`config.mk`:
```
export PLATFORM = sky130hd
export DESIGN_NAME = alu_dw_seq
export DESIGN_NICKNAME = d
export VERILOG_FILES = /design/src/rtl/alu_seq_pkg.sv /design/src/rtl/alu_dw_seq.sv
export SDC_FILE = /design/constraint.sdc
export NUM_CORES = 1
export LEC_CHECK = 0
export ABC_CLOCK_PERIOD_IN_PS = 3400
export CORE_ASPECT_RATIO = 1.2
export CORE_MARGIN = 4
export CORE_UTILIZATION = 50
export DETAILED_ROUTE_END_ITERATION = 10
export MAX_ROUTING_LAYER = met4
export PLACE_DENSITY = 0.85
export SLEW_MARGIN = 10
export SYNTH_ARGS = -nofsm -noshare
export SYNTH_HDL_FRONTEND = slang
export SYNTH_SLANG_ARGS = --single-unit
```
`constraint.sdc`:
```
create_clock -name clk -period 3.4 [get_ports clk]
set_input_delay 0.68 -clock clk [delete_from_list [all_inputs] [get_ports clk]]
set_output_delay 0.68 -clock clk [all_outputs]
set_load 0.01 [all_outputs]
```
`src/rtl/alu_seq_pkg.sv`:
```
// Shared definitions for the double-width ALU sequencer and its ALU.
//   state_t        : sequencer FSM states
//   SEL_*          : select field positions and named select codes
//   FLAG_*         : bit positions inside the {z,n,c,v} flag word
package alu_seq_pkg;

  typedef enum logic [1:0] {
    IDLE = 2'd0,
    LO   = 2'd1,
    HI   = 2'd2,
    DONE = 2'd3
  } state_t;

  localparam int SEL_LOGIC_BIT = 3;
  localparam int SEL_CIN_BIT   = 0;

  // Arithmetic codes carry cin in bit 0; SUB is A + ~B + 1.
  localparam logic [3:0] SEL_ADD = 4'b0000;
  localparam logic [3:0] SEL_SUB = 4'b0011;
  localparam logic [3:0] SEL_AND = 4'b1000;
  localparam logic [3:0] SEL_OR  = 4'b1010;
  localparam logic [3:0] SEL_XOR = 4'b1100;
  localparam logic [3:0] SEL_NOT = 4'b1110;

  localparam int FLAG_Z = 3;
  localparam int FLAG_N = 2;
  localparam int FLAG_C = 1;
  localparam int FLAG_V = 0;

endpackage

```
`src/rtl/alu_dw_seq.sv`:
```
// Double-width operation sequencer for a shared BW-wide ALU.
// Runs a low pass and, for double width, a high pass with the low-pass
// carry chained into the ALU carry-in.
// Ports:
//   clk, rst              : clock, synchronous active-high reset
//   cmd_valid/cmd_ready   : command handshake
//   cmd_sel, cmd_dw       : ALU select {s2,s1,s0,cin}, double-width enable
//   cmd_a, cmd_b          : 2*BW operands
//   alu_a, alu_b, alu_sel : ALU drive (zero when no pass is running)
//   alu_aout, alu_cpsw    : ALU result and {z,n,cout,ov}
//   rsp_valid/rsp_ready   : response handshake
//   rsp_data, rsp_flags   : 2*BW result and {z,n,c,v}
//
// state | meaning
// IDLE  | ready for a command
// LO    | low-half pass on the ALU
// HI    | high-half pass, carry-in from low pass for arithmetic ops
// DONE  | response held until consumed
module alu_dw_seq
  import alu_seq_pkg::*;
#(
  parameter int BW = 8
) (
  input  logic            clk,
  input  logic            rst,
  input  logic            cmd_valid,
  output logic            cmd_ready,
  input  logic [3:0]      cmd_sel,
  input  logic            cmd_dw,
  input  logic [2*BW-1:0] cmd_a,
  input  logic [2*BW-1:0] cmd_b,
  output logic [BW-1:0]   alu_a,
  output logic [BW-1:0]   alu_b,
  output logic [3:0]      alu_sel,
  input  logic [BW-1:0]   alu_aout,
  input  logic [3:0]      alu_cpsw,
  output logic            rsp_valid,
  input  logic            rsp_ready,
  output logic [2*BW-1:0] rsp_data,
  output logic [3:0]      rsp_flags
);

  state_t            state, state_nxt;
  logic [3:0]        sel_q;
  logic              dw_q;
  logic [2*BW-1:0]   a_q, b_q;
  logic [BW-1:0]     res_lo;
  logic              c_lo, z_lo;
  logic [2*BW-1:0]   data_q;
  logic [3:0]        flags_q;
  logic [3:0]        flags_hi;

  // Double-width zero needs both halves zero; n, c, v belong to the top half.
  always_comb begin
    flags_hi         = alu_cpsw;
    flags_hi[FLAG_Z] = z_lo & alu_cpsw[FLAG_Z];
  end

  always_ff @(posedge clk) begin
    if (rst) begin
      state   <= IDLE;
      sel_q   <= '0;
      dw_q    <= 1'b0;
      a_q     <= '0;
      b_q     <= '0;
      res_lo  <= '0;
      c_lo    <= 1'b0;
      z_lo    <= 1'b0;
      data_q  <= '0;
      flags_q <= '0;
    end else begin
      state <= state_nxt;
      case (state)
        IDLE: begin
          if (cmd_valid) begin
            sel_q <= cmd_sel;
            dw_q  <= cmd_dw;
            a_q   <= cmd_a;
            b_q   <= cmd_b;
          end
        end
        LO: begin
          res_lo <= alu_aout;
          c_lo   <= alu_cpsw[FLAG_C];
          z_lo   <= alu_cpsw[FLAG_Z];
          if (!dw_q) begin
            data_q  <= {{BW{1'b0}}, alu_aout};
            flags_q <= alu_cpsw;
          end
        end
        HI: begin
          data_q  <= {alu_aout, res_lo};
          flags_q <= flags_hi;
        end
        default: ;
      endcase
    end
  end

  always_comb begin
    state_nxt = state;
    cmd_ready = 1'b0;
    rsp_valid = 1'b0;
    alu_a     = '0;
    alu_b     = '0;
    alu_sel   = '0;
    case (state)
      IDLE: begin
        cmd_ready = ~rst;
        if (cmd_valid) state_nxt = LO;
      end
      LO: begin
        alu_a     = a_q[BW-1:0];
        alu_b     = b_q[BW-1:0];
        alu_sel   = sel_q;
        state_nxt = dw_q ? HI : DONE;
      end
      HI: begin
        alu_a     = a_q[2*BW-1:BW];
        alu_b     = b_q[2*BW-1:BW];
        // logic ops have no carry chain, so their select passes through intact
        alu_sel   = sel_q[SEL_LOGIC_BIT] ? sel_q : {sel_q[3:1], c_lo};
        state_nxt = DONE;
      end
      DONE: begin
        rsp_valid = 1'b1;
        if (rsp_ready) state_nxt = IDLE;
      end
      default: state_nxt = IDLE;
    endcase
  end

  assign rsp_data  = data_q;
  assign rsp_flags = flags_q;

endmodule
```
==> impl_metrics.env <==
export IMPL_clock_latency_ns=0.34
export IMPL_synth_top_area_share=0.459
export IMPL_hold_class="reg -> reg"
export IMPL_placed_cells=505
export IMPL_drt_iter0_markers=132
export IMPL_cts_sinks=69
export IMPL_tns_ns=0
export IMPL_vias=2820
export IMPL_fp_dieArea_mm2=0.00732
export IMPL_vias_per_cell=5.42
export IMPL_routed_wl_mm=7.67
export IMPL_crit_required_ns=2.72
export IMPL_fin_nets=495
export IMPL_setup_ws_ns=0.331
export IMPL_antenna_found_initial=1
export IMPL_cts_resized=0
export IMPL_rows=30
export IMPL_cts_tree="done"
export IMPL_slowest_stage="ha_1"
export IMPL_yosys_register_bits=69
export IMPL_clockBufferDepth=2
export IMPL_syn_num_nets=413
export IMPL_place_ws_ns=0.679
export IMPL_start_kind="flip-flop"
export IMPL_ant_nets=0
export IMPL_fillers=464
export IMPL_yosysUniqueCellTypes=33
export IMPL_final_max_slew_violation_count=0
export IMPL_cap_violations=0
export IMPL_ios=95
export IMPL_dieWidth_um=78.8
export IMPL_power_mw=2.94
export IMPL_start_util=0.524
export IMPL_period_share=0.903
export IMPL_ctsRootBufferMaster="clkbuf_8"
export IMPL_layoutNonFillerInstCount=520
export IMPL_timing_fmax_mhz=326
export IMPL_htreeDepth=3
export IMPL_cts_buffers=9
export IMPL_ys_seq_area_frac=0.459
export IMPL_yosysMostFrequentCell="nand2_1"
export IMPL_place_hpwl_mm=5.13
export IMPL_chipHeight_um=92.9
export IMPL_track_usage=0.220
export IMPL_synth_area_mm2=0.00301
export IMPL_cp_data_arrival_time_ns=2.39
export IMPL_crit_fanout=18
export IMPL_synth_largest_area_cell="dfxtp_1"
export IMPL_tightest_slew_ns=0.724
export IMPL_synth_cells=354
export IMPL_grt_pass1_wl_mm=12.4
export IMPL_syn_to_final_growth_pct=35.9
export IMPL_endpoint_kind="output port"
export IMPL_final_setup_viol_count=0
export IMPL_drcViolationCount=0
export IMPL_relSlewSlack=0.517
export IMPL_p_per_area_mw_per_mm2=720
export IMPL_clock_skew_ns=0.00719
export IMPL_critPathKind="reg -> out"
export IMPL_portBuffers=94
export IMPL_path_cells="inv_1, ha_1, a22oi_1, nor2b_1, clkdlybuf4s50_1"
export IMPL_async_reset_ff_frac=0
export IMPL_status="complete, no violations"
export IMPL_gp_congestion=0.805
export IMPL_synth_flop_cell="dfxtp_1"
export IMPL_drive_gt1_frac=0.0569
export IMPL_yosysWarnings=0
export IMPL_syn_avg_cell_area_um2=8.49
export IMPL_fin_crit_ns=3.07
export IMPL_ir_drop_mv=0.394
export IMPL_grt_max_degree=70
export IMPL_rsz0062_at_grt="false"
export IMPL_finalHoldViolations=0
export IMPL_synth_edf_count=0
export IMPL_regToRegSetupSlack_ns=1.02
export IMPL_grt_ovfl_total=0
export IMPL_synth_commonest_cells="75 x nand2_1, 69 x dfxtp_1, 50 x a21oi_1, 18 x mux2i_1, 18 x nor2b_1"
export IMPL_grt_pass1_vias=2758
export IMPL_hold_buffers=0
export IMPL_p_leak_nw=1.43
export IMPL_path_clk_slew_ns=0.07
export IMPL_drtPass1Iterations=4
export IMPL_placeableCoreArea_mm2=0.00574
export IMPL_slowest_delay_ns=0.65
export IMPL_postCtsSetupRepairBufs=0
export IMPL_routedWlPerCell_um=14.7
export IMPL_hold_slack_ns=0.456
export IMPL_yosys_top_cells_area="dfxtp_1 46%, nand2_1 9.4%, a21oi_1 8.3%, mux2i_1 6.0%, a22oi_1 4.2%"
-- critical path: cells and delay by family (launching register included) --
kind                       cells  cell delay [ns]
buffers and inverters          2             0.70
adders and majority gates      1             0.65
DFF                            1             0.34
and+or+nand+nor                1             0.19
AOI/OAI and AO/OA              1             0.16
-- power breakdown --
part           switching (mW)  internal, mW  total, mW
Sequential              0.104         0.994       1.10
Combinational           0.705         0.563       1.27
Clock                   0.281         0.294      0.575
-- logic make-up (layout without fill, tap and decap cells) --
family                   Yosys count  in the layout  synth area share
AND/OR/NAND/NOR                  137            137             0.208
AO/OA/AOI/OAI                     91             91             0.184
flip-flops                        69             69             0.459
buffers and inverters             32            117            0.0599
multiplexers                      19             19            0.0637
adder cells (fa/ha/maj)            6              6            0.0250
other                              0              1                 0
-- final timing paths --
check / end / depth (start not counted) / start
max: alu_b[3] / 5 / state[0]
min: b_q[10] / 2 / b_q[10]
max reg2reg: rsp_data[2] / 6 / state[0]
min reg2reg: b_q[10] / 2 / b_q[10]
-- area by class of cell --
class | count | area (µm²) | area share
sequential | 69 | 1380 | 0.338
multi-input combinational | 253 | 1450 | 0.354
clock inverter | 2 | 10.0 | 0.00245
inverter | 3 | 11.3 | 0.00276
antenna | 1 | 2.50 | 0.000612
tap | 80 | 100 | 0.0245
timing repair buffer | 100 | 981 | 0.240
clock buffer | 12 | 155 | 0.0380
-- state kept, by name (all words and copies together), names as in the netlist --
signal	flops
res_lo	8
b_q	16
z_lo	1
a_q	16
c_lo	1
dw_q	1
rsp_flags	4
state	2
sel_q	4
rsp_data	16
-- per-layer routing --
layer  up-vias  part of all wire  track usage
met5         -                 0            -
met4         0             0.033        0.111
met3        26             0.063       0.0574
met2       109              0.48        0.346
met1      1311              0.42        0.257
li1       1374                 -            -
-- metrics by stage --
| step | utilization | instance area [µm²] |
|---|---|---|
| 4_1_cts | 0.711 | 4080 |
| 6_report | 0.712 | 4090 |
| 3_3_place_gp | 0.682 | 3920 |
| 2_1_floorplan | - | 3010 |
| 3_5_place_dp | 0.682 | 3920 |
| 5_1_grt | 0.712 | 4090 |
-- layout by cell type, fill, tap and decap left out, types with 2 or more instances in the layout --
master           instances
a211oi_1                 8
a21oi_1                 50
a22oi_1                 17
and2_1                   4
buf_4                    6
clkbuf_8                11
clkdlybuf4s50_1         93
clkinv_2                 2
dfxtp_1                 69
ha_1                     6
inv_1                    3
mux2i_1                 18
nand2_1                 75
nand2b_1                 3
nand3_1                 12
nor2_1                  10
nor2b_1                 18
nor3_1                   9
o211ai_1                 8
o21ai_0                  3
No activity file was read; power rests on OpenSTA's default activity.
